<file path="src/rtl/ttc_gen_pkg.sv">
// rtl/ttc_gen_pkg.sv - shared types and widths for the local TTC command generator
package ttc_gen_pkg;
    localparam int BXN_W         = 12;
    localparam int ORBIT_W       = 32;
    localparam int L1A_CNT_W     = 24;
    localparam int ORBIT_LEN_DEF = 3564;

    typedef enum logic [1:0] {
        IDLE   = 2'd0,
        RUN    = 2'd1,
        RESYNC = 2'd2
    } state_t;
endpackage

</file>
<file path="src/rtl/ttc_l1a_seq.sv">
// rtl/ttc_l1a_seq.sv - periodic L1A sequencer: period counter, remaining count, busy flag
module ttc_l1a_seq
    import ttc_gen_pkg::*;
#(
    parameter int MIN_PERIOD = 4
) (
    input  logic        clock,
    input  logic        reset_n,
    input  logic        run,
    input  logic        start,
    input  logic        stop,
    input  logic [15:0] period,
    input  logic [15:0] count,
    output logic        l1a,
    output logic        busy
);
    localparam logic [15:0] MIN_P = 16'(MIN_PERIOD);

    logic [15:0] per_eff;
    logic [15:0] per_q;
    logic [15:0] cnt;
    logic [15:0] rem;
    logic        unlimited;
    logic        fire;

    assign per_eff = (period < MIN_P) ? MIN_P : period;
    // cnt holds clocks elapsed since the start pulse or the last L1A
    assign fire    = busy && run && !stop && (cnt == per_q - 16'd1);

    always_ff @(posedge clock or negedge reset_n) begin
        if (!reset_n) begin
            l1a       <= 1'b0;
            busy      <= 1'b0;
            per_q     <= MIN_P;
            cnt       <= '0;
            rem       <= '0;
            unlimited <= 1'b0;
        end else begin
            l1a <= fire;
            if (!run || stop) begin
                busy <= 1'b0;
            end else if (start) begin
                busy      <= 1'b1;
                per_q     <= per_eff;
                cnt       <= 16'd1;
                rem       <= count;
                unlimited <= (count == 16'd0);
            end else if (fire) begin
                cnt <= '0;
                if (!unlimited) begin
                    rem <= rem - 16'd1;
                    if (rem == 16'd1)
                        busy <= 1'b0;
                end
            end else if (busy) begin
                cnt <= cnt + 16'd1;
            end
        end
    end
endmodule

</file>
<file path="src/rtl/ttc_gen.sv">
// rtl/ttc_gen.sv - local TTC generator (bx0, resync, L1A train); TTC_GEN_L1A_EN builds the L1A path
module ttc_gen
    import ttc_gen_pkg::*;
#(
    parameter int ORBIT_LEN      = ORBIT_LEN_DEF,
    parameter int BX0_BX         = 0,
    parameter int L1A_MIN_PERIOD = 4
) (
    input  logic                 clock,
    input  logic                 reset_n,
    input  logic                 enable,
    input  logic                 resync_req,
    output logic                 resync_ack,
    input  logic                 l1a_start,
    input  logic                 l1a_stop,
    input  logic [15:0]          l1a_period,
    input  logic [15:0]          l1a_count,
    output logic                 ttc_bx0,
    output logic                 ttc_resync,
    output logic                 ttc_l1a,
    output logic                 l1a_busy,
    output logic [BXN_W-1:0]     bxn,
    output logic [ORBIT_W-1:0]   orbit_cnt,
    output logic [L1A_CNT_W-1:0] l1a_sent
);
    localparam logic [BXN_W-1:0] BXN_LAST = BXN_W'(ORBIT_LEN - 1);
    localparam logic [BXN_W-1:0] BX0_POS  = BXN_W'(BX0_BX);

    state_t           state, state_nx;
    logic             resync_prev;
    logic             resync_edge;
    logic [BXN_W-1:0] bxn_nx;
    logic             wrap;
    logic             seq_run;

    assign resync_edge = resync_req & ~resync_prev;
    assign seq_run     = (state == RUN) && (state_nx == RUN);

    always_comb begin
        state_nx = state;
        if (!enable) begin
            state_nx = IDLE;
        end else begin
            case (state)
                IDLE:    state_nx = RUN;
                RUN:     if (resync_edge) state_nx = RESYNC;
                RESYNC:  state_nx = RUN;
                default: state_nx = IDLE;
            endcase
        end
    end

    // Entering RUN from IDLE or RESYNC starts a fresh orbit at 0 without counting a wrap
    always_comb begin
        bxn_nx = '0;
        wrap   = 1'b0;
        case (state_nx)
            RESYNC: bxn_nx = BXN_LAST;
            RUN: begin
                if (state == RUN) begin
                    if (bxn == BXN_LAST)
                        wrap = 1'b1;
                    else
                        bxn_nx = bxn + 1'b1;
                end
            end
            default: bxn_nx = '0;
        endcase
    end

    always_ff @(posedge clock or negedge reset_n) begin
        if (!reset_n) begin
            state       <= IDLE;
            resync_prev <= 1'b0;
            bxn         <= '0;
            orbit_cnt   <= '0;
            ttc_bx0     <= 1'b0;
            ttc_resync  <= 1'b0;
            resync_ack  <= 1'b0;
        end else begin
            state       <= state_nx;
            resync_prev <= resync_req;
            bxn         <= bxn_nx;
            ttc_bx0     <= (state_nx == RUN) && (bxn_nx == BX0_POS);
            ttc_resync  <= (state_nx == RESYNC);
            resync_ack  <= (state_nx == RESYNC);
            if (state_nx == RESYNC)
                orbit_cnt <= '0;
            else if (wrap)
                orbit_cnt <= orbit_cnt + 1'b1;
        end
    end

`ifdef TTC_GEN_L1A_EN
    ttc_l1a_seq #(
        .MIN_PERIOD (L1A_MIN_PERIOD)
    ) u_seq (
        .clock   (clock),
        .reset_n (reset_n),
        .run     (seq_run),
        .start   (l1a_start),
        .stop    (l1a_stop),
        .period  (l1a_period),
        .count   (l1a_count),
        .l1a     (ttc_l1a),
        .busy    (l1a_busy)
    );

    always_ff @(posedge clock or negedge reset_n) begin
        if (!reset_n)
            l1a_sent <= '0;
        else if (ttc_l1a && (l1a_sent != '1))
            l1a_sent <= l1a_sent + 1'b1;
    end
`else
    logic unused_l1a;
    assign unused_l1a = &{1'b0, l1a_start, l1a_stop, l1a_period, l1a_count, seq_run};
    assign ttc_l1a    = 1'b0;
    assign l1a_busy   = 1'b0;
    assign l1a_sent   = '0;
`endif
endmodule

</file>
<file path="config.mk">
export PLATFORM = sky130hd
export DESIGN_NAME = ttc_gen
export DESIGN_NICKNAME = d
export VERILOG_FILES = /design/src/rtl/ttc_gen_pkg.sv /design/src/rtl/ttc_l1a_seq.sv /design/src/rtl/ttc_gen.sv
export SDC_FILE = /design/constraint.sdc
export NUM_CORES = 1
export LEC_CHECK = 0
export ABC_AREA = 1
export BUFFER_PORTS_ARGS = -buffer_cell sky130_fd_sc_hd__buf_2
export CORE_UTILIZATION = 31
export CTS_BUF_LIST = sky130_fd_sc_hd__clkbuf_2
export CTS_CLUSTER_DIAMETER = 100
export CTS_CLUSTER_SIZE = 20
export DETAILED_ROUTE_END_ITERATION = 8
export HOLD_SLACK_MARGIN = 0.06
export PLACE_DENSITY_LB_ADDON = 0.05
export SKIP_CTS_REPAIR_TIMING = 1
export SYNTH_ARGS = -nofsm -noshare
export SYNTH_HDL_FRONTEND = slang
export SYNTH_SLANG_ARGS = --single-unit
</file>
<file path="constraint.sdc">
create_clock -name clock -period 3.2 [get_ports clock]
set_input_delay 0.32 -clock clock [delete_from_list [all_inputs] [get_ports clock]]
set_output_delay 0.32 -clock clock [all_outputs]
set_load 0.02 [all_outputs]
</file>
==> results of run 1 <==
[kinds of logic (layout without fill, tap and decap cells)]
group / Yosys count / after routing / synth area share
buffers and inverters: 94 / 125 / 0.148
XOR/XNOR: 7 / 7 / 0.0194
AND/OR/NAND/NOR: 241 / 241 / 0.350
other: 1 / 26 / 0.00118
adder cells (fa/ha/maj): 4 / 4 / 0.0158
flip-flops: 49 / 49 / 0.387
AO/OA/AOI/OAI: 46 / 46 / 0.0782
[per-layer routing]
metal | GRT usage | vias up | wire length (um)
li1 | - | 1468 | -
met2 | 0.235 | 77 | 3350
met1 | 0.253 | 1298 | 4390
met5 | 0 | - | 0
met3 | 0.0285 | 5 | 368
met4 | 0.0325 | 0 | 64
[where the power goes]
part / total [mW] / switching [mW] / internal (mW) / leakage, nW
sequential: 0.713 / 0.0484 / 0.665 / 0.660
combinational: 0.252 / 0.181 / 0.0711 / 1.22
clock: 0.264 / 0.200 / 0.0643 / 0.0332
total: 1.23 / 0.430 / 0.800 / 1.91
[layout make-up]
type,instances,area [um^2]
fillers,1100,6290
multi-input cells,324,1570
flip-flops and latches,49,1230
repair buffers,55,293
inverters,62,235
well taps,133,166
clock buffers,8,40.0
[state kept, by name, summed over array words and instances (netlist names)]
signal / count
state: 2
resync_prev: 1
ttc_resync: 1
bxn: 12
ttc_bx0: 1
orbit_cnt: 32
[worst max-delay path: cells and delay by family]
family          cells  cell delay, ps
compound gates      2             380
fa+ha+maj           1             190
buf+inv             6            1230
simple gates        5             650
[synthesized netlist by cell type]
master	n
inv_4	1
nor3b_2	1
buf_2	1
nand2_1	114
nand3_1	25
nor2b_1	1
a31oi_1	3
conb_1	1
xor2_1	3
nor3b_1	2
ha_1	4
nor3_2	4
nor3_4	1
nand4_1	11
a21oi_1	19
xnor2_1	4
o31ai_1	2
nand2_2	1
clkbuf_1	2
nor2_2	5
a41oi_1	1
buf_8	1
o211ai_1	1
nand3b_1	1
buf_1	1
o21ai_1	4
nor2_4	1
nor2_1	54
nand3_2	2
nor3_1	15
buf_4	27
o21ai_0	15
inv_1	60
nand4_2	1
dfrtp_1	49
nand2_4	1
o21a_1	1
clkinv_1	1
nand2_8	1
[through the flow]
step	hold WS, ps	instances	instance area, um^2	util	power [mW]
after floorplan	24.4	467	3260	-	0.909
after global placement	443	621	3470	0.353	0.976
after detailed placement	448	621	3470	0.353	0.978
after CTS	-86.2	629	3510	0.357	1.26
after global routing	155	631	3530	0.359	1.32
final	199	631	3530	0.359	1.23
[layout by cell type (no fill, tap or decap), types with 2 or more instances in the layout]
cell	netlist	routed
nand3_1	25	25
nor3_2	4	4
nand3_2	2	2
nand4_1	11	11
nor2_2	5	5
dfrtp_1	49	49
a21oi_1	19	19
buf_4	27	3
xor2_1	3	3
nand2_1	114	114
nor3_1	15	15
clkbuf_2	0	8
o31ai_1	2	2
nor3b_1	2	2
dlygate4sd3_1	0	2
inv_1	60	60
o21ai_0	15	15
buf_2	1	50
a31oi_1	3	3
nor2_1	54	54
conb_1	1	26
ha_1	4	4
o21ai_1	4	4
xnor2_1	4	4
[worst paths after layout]
path	startpoint	end	cells past startpoint
worst max-delay path	resync_req	orbit_cnt[5]$_DFFE_PN0P_	14
worst min-delay path	enable	state[1]$_DFF_PN0_	3
worst max register to register	resync_prev$_DFF_PN0_	orbit_cnt[5]$_DFFE_PN0P_	11
worst min register to register	orbit_cnt[6]$_DFFE_PN0P_	orbit_cnt[6]$_DFFE_PN0P_	1
max in group asynchronous	reset_n	orbit_cnt[25]$_DFFE_PN0P_	3
min in group asynchronous	reset_n	orbit_cnt[17]$_DFFE_PN0P_	2
==> metrics.txt, run 1 <==
data required time at the worst endpoint=3580 ps; Post-DRT Antenna Nets=0; placement row count=36; syn avg cell area=7.17 um^2; largest cells by area after synthesis=dfrtp_1, nand2_1, inv_1, buf_4, nor2_1; final critical-path setup slack=804 ps; leakage power total=1.91 nW; number of max-slew violations in the final report=0; worst voltage drop across the vdd grid=137 uV; library cell used as clock root buffer=clkbuf_2; final hold violation count=0; H-tree depth=2; setup repair after global routing missed its margin=no; crit share post-route=0.749; slew margin rel.=0.501; peak clock frequency supported by timing=0.417 GHz; fraction of layout instances using a drive strength above 1=0.161; longest individual stage delay on the worst path=520 ps; total I/O pin count=111; maximum net fanout on the critical path=14; total iterations of the first detailed-routing run=4; critical path, cell by cell=dlygate4sd3_1 -> buf_2 -> inv_1 -> nor2_1 -> nor2_1 -> o21ai_0 -> ha_1 -> buf_4 -> inv_1 -> nand2_8 -> inv_4 -> nor3_4 -> nand2_1 -> a21oi_1; number of synthesis warnings=0; area fraction of the dominant cell type after synthesis=0.387; Slowest cell on crit path=dlygate4sd3_1; result of the run=completed; clock tree from TritonCTS=yes; estimated wirelength of the detail-placed design=6.27 mm; flip-flop and latch count after synthesis=49; Post-Syn Instances=442; distinct cell type count of the synthesized netlist=39; Final Net Count=539; DIE AREA=10600 um^2; I/O Buffers=50; Max Root-Sink Buffers=2; kind of end point of the critical path=register; clock period minus worst slack=2400 ps; vertical die dimension=103 um; area of the mapped netlist=3170 um^2; Worst-Margin Slew=749 ps; initial cell density of the core=0.323; number of buffers added by the clock tree synthesis step=5; routability-driven placement congestion ratio=0.778; largest area contributor in the synthesized netlist=dfrtp_1; Post-Place Setup Slack=890 ps; Reg clk slew, reported paths=250 ps; die width=103 um; Remaining Overflow, GRT=0; DRC violation count after routing=0; violation count after the first detailed-route iteration=123; GRT Util Overall=0.163; Inserted Diodes=0; via/cell ratio=4.51; worst-skew pair later-pin latency=430 ps; kind of start point of the critical path=input port; final sum of negative setup slack=0 ps; total number of vias=2848; Worst Skew=29.9 ps; largest net degree at the start of global routing=32; wire length of the first global-routing pass=13.3 mm; wire length per cell=12.9 um; Floorplan Core Area=9820 um^2; power per standard cell area=349 nW/um^2; class of the most critical setup path=in2reg; reg-to-reg slack, setup=950 ps; via count of the first global-routing pass=2579; Worst EP arrival=2780 ps; # clock sinks=49; synthesis-to-layout area growth=11.3%; max cap viols=0; class of the worst hold path=in2reg; portion of the post-synthesis area used by sequential elements=0.387; total wirelength of the detailed-routed design=8.17 mm; Setup-failing EPs final=0; number of antenna violations at the first check in global routing=0
Note: power is estimated with default switching activity, not from simulation.
==> run 2, diff against run 1 <==
- clock period: 3.2 -> 2.32 ns (I/O delays scaled with it)
==> metrics.txt, run 2 (same netlist as run 1, synthesis figures left out) <==
result of the run=completed; final hold violation count=0 (unchanged); launching point of the worst reg2reg path=state[1]$_DFF_PN0_; Worst-Margin Slew=520 ps (-229 ps); wire length per cell=12.7 um (-1.9%); via count of the first global-routing pass=2615 (+1.4%); slew margin rel.=0.651 (+0.150); Post-DRT Antenna Nets=0 (unchanged); placement row count=36 (unchanged); total wirelength of the detailed-routed design=8.09 mm (-1.0%); worst-skew pair later-pin latency=420 ps (about the same); number of max-slew violations in the final report=0 (unchanged); fraction of layout instances using a drive strength above 1=0.175 (+0.0140); commonest non-fill, non-tap cell in the layout=nand2_1; via/cell ratio=4.48 (-0.66%); Reg clk slew, reported paths=270 ps (+20 ps); library cell used as clock root buffer=clkbuf_2; number of cells after detailed placement=624 (+0.48%); number of buffers added by the clock tree synthesis step=5 (unchanged); data required time at the worst endpoint=2680 ps (-900 ps); clock tree from TritonCTS=yes; r2r worst-path depth=16 (+5); combinational cell fraction of total power=0.211 (+0.006); vertical die dimension=103 um (unchanged); estimated wirelength of the detail-placed design=6.31 mm (+0.60%); I/O Buffers=50 (unchanged); reg-to-reg endpoint=ttc_bx0$_DFF_PN0_; sequential share of power=0.580 (about the same); max cap viols=0 (unchanged); most flop-heavy register=orbit_cnt; Floorplan Core Area=9820 um^2 (unchanged); class of the worst hold path=in2async; Remaining Overflow, GRT=0 (unchanged); crit share post-route=0.905; maximum net fanout on the critical path=4 (-10); number of standard cells in the layout, taps in and fillers out=637 (+0.95%); reg-to-reg slack, setup=250 ps (-700 ps); Worst EP arrival=2460 ps (-320 ps); Sw Ratio=0.353 (+0.00369); final critical-path setup slack=221 ps (-583 ps); Max Root-Sink Buffers=2 (unchanged); clock share of power=0.209 (-0.006); # clock sinks=49 (unchanged); Net Switching=599 uW (+39%); Worst Skew=24.6 ps (-5.30 ps); total iterations of the first detailed-routing run=4 (unchanged); initial cell density of the core=0.323 (unchanged); Inserted Diodes=0 (unchanged); Setup-failing EPs final=0 (unchanged); biggest registers after layout=orbit_cnt: 32 flops, bxn: 12 flops, state: 2 flops; largest net degree at the start of global routing=23 (-28%); worst voltage drop across the vdd grid=200 uV (+46%); total number of vias=2856 (+0.28%); routability-driven placement congestion ratio=0.785 (+0.91%); clock period minus worst slack=2100 ps; H-tree depth=2 (unchanged); peak clock frequency supported by timing=0.476 GHz; kind of start point of the critical path=input port; final sum of negative setup slack=0 ps (unchanged); wire length of the first global-routing pass=13.3 mm (+0.11%); total I/O pin count=111 (unchanged); power per standard cell area=473 nW/um^2 (+36%); class of the most critical setup path=in2reg; number of antenna violations at the first check in global routing=0 (unchanged); kind of end point of the critical path=register; flip-flop count of the largest register, all copies and words added=32 (unchanged); DRC violation count after routing=0 (unchanged); DIE AREA=10600 um^2 (unchanged); leakage power total=1.94 nW (+1.4%); final core area utilization=0.366 (+0.00637); commonest cells after routing, fill and taps aside=nand2_1, inv_1, nor2_1, buf_2, dfrtp_1; die width=103 um (unchanged); violation count after the first detailed-route iteration=125 (+1.6%); Final Net Count=545 (+1.1%); launch point of the worst path=resync_req; synthesis-to-layout area growth=13.3%; Post-Place Setup Slack=103 ps (-786 ps); GRT Util Overall=0.163 (-0.000168); cell internal power dissipation=1.10 mW (+37%)
## run 2: changes by cell type in the layout (fill, tap and decap cells not counted)
| cell | before | now |
|---|---|---|
| clkinvlp_4 | 0 | 1 |
| o21ai_2 | 0 | 1 |
| dlygate4sd3_1 | 2 | 3 |
| buf_4 | 3 | 8 |
| clkbuf_2 | 8 | 6 |
| nor2_1 | 54 | 53 |
| o21ai_0 | 15 | 14 |
| nor2_4 | 1 | 2 |
| inv_1 | 60 | 59 |
| clkinv_2 | 0 | 2 |
## run 2: metal layers
layer,track usage,share of wire
met5,0,0
met3,0.0231,0.036
met4,0.0358,0.0059
met2,0.238,0.41
met1,0.252,0.55
## run 2: per-stage QoR
stage	instance area (um^2)	hold slack (ps)	total power, mW
finish	3590	208	1.70
CTS	3530	-352	1.72
global route	3590	205	1.82
global placement	3490	180	1.35
floorplan	3260	-63.6	1.25
detailed placement	3490	177	1.35
## run 2: worst max path at each step
stage                                           to  cells after the start
final                            ttc_bx0$_DFF_PN0_                     19
after global routing             ttc_bx0$_DFF_PN0_                     16
after CTS                 orbit_cnt[5]$_DFFE_PN0P_                     12
after detailed placement  orbit_cnt[5]$_DFFE_PN0P_                     15
after global placement    orbit_cnt[5]$_DFFE_PN0P_                     16
after floorplan           orbit_cnt[4]$_DFFE_PN0P_                     14
## run 2: critical path, stage by stage
cell	delay, ps
dlygate4sd3_1	520
buf_2	110
inv_1	30
nor2_1	120
nor2_1	70
o21ai_2	130
inv_1	70
ha_1	230
inv_1	120
nor2_4	70
nand2_1	90
nor2_1	50
nand2_1	70
nand3_1	90
nor2_1	110
nand2_1	80
nor2_1	120
nand2_1	60
nor2_1	90
## run 2: layout make-up
class | count | area, um^2
well taps | 133 | 166
inverters | 62 | 239
fillers | 1121 | 6230
clock buffers | 6 | 30.0
multi-input cells | 324 | 1580
repair buffers | 61 | 340
flip-flops and latches | 49 | 1230
clock inverters | 2 | 10.0
## run 2: power by group through the flow
| stage | combinational, mW | sequential (mW) | clock (mW) |
|---|---|---|---|
| after floorplan | 0.194 | 1.06 | 0 |
| after global placement | 0.351 | 1.00 | 0 |
| after detailed placement | 0.351 | 1.00 | 0 |
| after CTS | 0.353 | 0.986 | 0.380 |
| after global routing | 0.406 | 0.998 | 0.411 |
| final | 0.358 | 0.985 | 0.354 |
==> run 3, diff against run 2 <==
- ABC_AREA: 1 -> 0
==> metrics.txt, run 3 <==
crit share post-route=0.971 (+0.0662); overall power of the completed layout=1.41 mW (-17%); GRT Util Overall=0.151 (-0.0124); number of antenna violations at the first check in global routing=0 (unchanged); commonest cells after routing, fill and taps aside=buf_2, dfrtp_1, buf_4, nor2_1; vertical die dimension=99.1 um (-3.9%); H-tree depth=2 (unchanged); DRC violation count after routing=0 (unchanged); estimated wirelength of the detail-placed design=5.09 mm (-19%); fraction of layout instances using a drive strength above 1=0.279 (+0.104); total number of vias=2499 (-13%); slew margin rel.=0.427 (-0.224); placement row count=35 (-2.8%); flip-flop and latch count after synthesis=49 (unchanged); Post-DRT Antenna Nets=0 (unchanged); total wirelength of the detailed-routed design=7.34 mm (-9.3%); setup repair after global routing missed its margin=yes; class of the most critical setup path=reg2reg; Reg clk slew, reported paths=260 ps (about the same); portion of the post-synthesis area used by sequential elements=0.419 (+0.0323); maximum net fanout on the critical path=6 (+2); via count of the first global-routing pass=2311 (-12%); DIE AREA=9820 um^2 (-7.6%); number of cells after detailed placement=496 (-21%); Setup-failing EPs final=0 (unchanged); kind of end point of the critical path=register; synthesis-to-layout area growth=21.6%; peak clock frequency supported by timing=0.444 GHz (-6.8%); most flop-heavy register=orbit_cnt; most numerous cell types in the synthesized netlist=dfrtp_1, nor2_1, a21oi_1, buf_4, nand3_1; number of buffers added by the clock tree synthesis step=5 (unchanged); clock tree from TritonCTS=yes; Worst Skew=36.8 ps (+12.2 ps); # clock sinks=49 (unchanged); leakage power total=1.69 nW (-13%); sequential share of power=0.626 (+0.046); largest area contributor in the synthesized netlist=dfrtp_1; # fillers=956 (-15%); largest cells by area after synthesis=dfrtp_1, buf_4, a21oi_1, nor2_1, xor2_1; class of the worst hold path=in2async; routability-driven placement congestion ratio=0.741 (-5.7%); flip-flop count of the largest register, all copies and words added=32 (unchanged); Slowest cell on crit path=or4_4; Max Root-Sink Buffers=2 (unchanged); wire length per cell=14.3 um (+13%); power per standard cell area=397 nW/um^2 (-16%); commonest non-fill, non-tap cell in the layout=buf_2; ys async rst share=1.00 (unchanged); Worst-Margin Slew=854 ps (+333 ps); I/O Buffers=50 (unchanged); total iterations of the first detailed-routing run=4 (unchanged); cell internal power dissipation=986 uW (-10%); biggest registers after layout=orbit_cnt: 32 flops, bxn: 12 flops, state: 2 flops; final hold violation count=0 (unchanged); combinational cell fraction of total power=0.122 (-0.089); largest net degree at the start of global routing=38 (+65%); distinct cell type count of the synthesized netlist=45 (+15%); total I/O pin count=111 (unchanged); longest individual stage delay on the worst path=560 ps (+40 ps); finished layout cell area=3550 um^2 (-0.98%); most instantiated library cell after synthesis=dfrtp_1; Final Net Count=443 (-19%); area of the mapped netlist=2920 um^2 (-7.7%); kind of start point of the critical path=register; area fraction of the dominant cell type after synthesis=0.419 (+0.0323); worst voltage drop across the vdd grid=170 uV (-15%); initial cell density of the core=0.318 (-0.00467); Inserted Diodes=0 (unchanged); top_reg_cell synth=dfrtp_1; Net Switching=425 uW (-29%); number of max-slew violations in the final report=0 (unchanged); Remaining Overflow, GRT=0 (unchanged); wire length of the first global-routing pass=11.6 mm (-12%); syn avg cell area=9.14 um^2 (+27%); violation count after the first detailed-route iteration=60 (-52%); data required time at the worst endpoint=2700 ps (+20 ps); number of standard cells in the layout, taps in and fillers out=513 (-19%); via/cell ratio=4.87 (+8.7%); worst-skew pair later-pin latency=440 ps (+20 ps); Post-Syn Instances=320 (-28%); number of synthesis warnings=0 (unchanged); number of flops mapped to enable cells by yosys=0 (unchanged); critical path, cell by cell=o21ai_1 -> nand2_1 -> inv_2 -> ha_4 -> nand3b_1 -> nor4_4 -> buf_6 -> nand3_4 -> or4_4 -> a21oi_2; Sw Ratio=0.301 (-0.0518); die width=99.1 um (-3.9%); clock share of power=0.252 (+0.043); Floorplan Core Area=9200 um^2 (-6.3%); clock period minus worst slack=2250 ps (+154 ps); Worst EP arrival=2630 ps (+170 ps); max cap viols=0 (unchanged); library cell used as clock root buffer=clkbuf_2; result of the run=completed; cell area after placement=3370 um^2 (-3.4%)
-- run 3: cell types whose count changed after synthesis, moves of 9 or more --
cell,before,now
xor2_1,3,13
nor2_1,54,32
nor3_1,15,6
or3_1,0,12
nand2_1,114,14
inv_1,60,11
-- run 3: worst max-delay path: cells and delay by family, from the launching register on --
kind | cells | cell delay [ps]
buf+inv | 2 | 270
fa+ha+maj | 1 | 120
simple gates | 5 | 1130
compound gates | 2 | 260
flops | 1 | 450
-- run 3: cell families (layout without fill, tap and decap cells) --
family / Yosys count / count (layout) / synth area share
AOI/OAI and AO/OA: 57 / 57 / 0.112
xor gates and xnor gates: 25 / 25 / 0.0749
adders and majority gates: 5 / 5 / 0.0205
buffers and inverters: 54 / 110 / 0.112
DFF: 49 / 49 / 0.419
muxes: 2 / 2 / 0.00727
other: 1 / 26 / 0.00128
and+or+nand+nor: 127 / 128 / 0.253
-- run 3: power groups by stage --
stage / registers (mW) / clock network, mW / logic, mW
detailed placement: 0.897 / 0 / 0.163
global route: 0.887 / 0.410 / 0.193
CTS: 0.883 / 0.380 / 0.164
finish: 0.884 / 0.356 / 0.172
global placement: 0.898 / 0 / 0.163
floorplan: 0.911 / 0 / 0.120
-- run 3: layer usage --
layer  vias up  global-route usage  share of wire
met3         5              0.0253          0.031
li1       1233                   -              -
met2        50               0.262           0.50
met4         0              0.0407         0.0086
met1      1211               0.194           0.47
met5         -                   0              0
-- run 3: layout make-up --
type                            instances  area, um^2  share of cell area
Timing Repair Buffer                   91         577               0.162
Tap cell                              111         139              0.0391
Clock inverter                          3        12.5             0.00352
Multi-Input combinational cell        243        1530               0.432
Inverter                               11        41.3              0.0116
Sequential cell                        49        1230               0.345
Clock buffer                            5        25.0             0.00704
-- run 3: worst paths after layout --
| path | startpoint | end | slack, ps | cells past startpoint |
|---|---|---|---|---|
| min in group clock | resync_req | state[1]$_DFF_PN0_ | 230 | 4 |
| min | reset_n | orbit_cnt[21]$_DFFE_PN0P_ | 150 | 2 |
| min reg2reg | orbit_cnt[31]$_DFFE_PN0P_ | orbit_cnt[31]$_DFFE_PN0P_ | 570 | 2 |
| max reg2reg | state[1]$_DFF_PN0_ | orbit_cnt[26]$_DFFE_PN0P_ | 70 | 10 |
| max in group asynchronous | reset_n | bxn[11]$_DFF_PN0_ | 1560 | 3 |
| max | state[1]$_DFF_PN0_ | orbit_cnt[26]$_DFFE_PN0P_ | 70 | 10 |
-- run 3: through the flow --
stage          TNS [ps]  hold slack, ps   util  worst slack [ps]
2_1_floorplan         0           -63.6      -              61.4
3_3_place_gp      -2890             122  0.366              -197
3_5_place_dp      -2990             119  0.366              -210
4_1_cts           -2310            -407  0.370              -179
5_1_grt            -701             142  0.387              -101
6_report              0             149  0.387              67.5
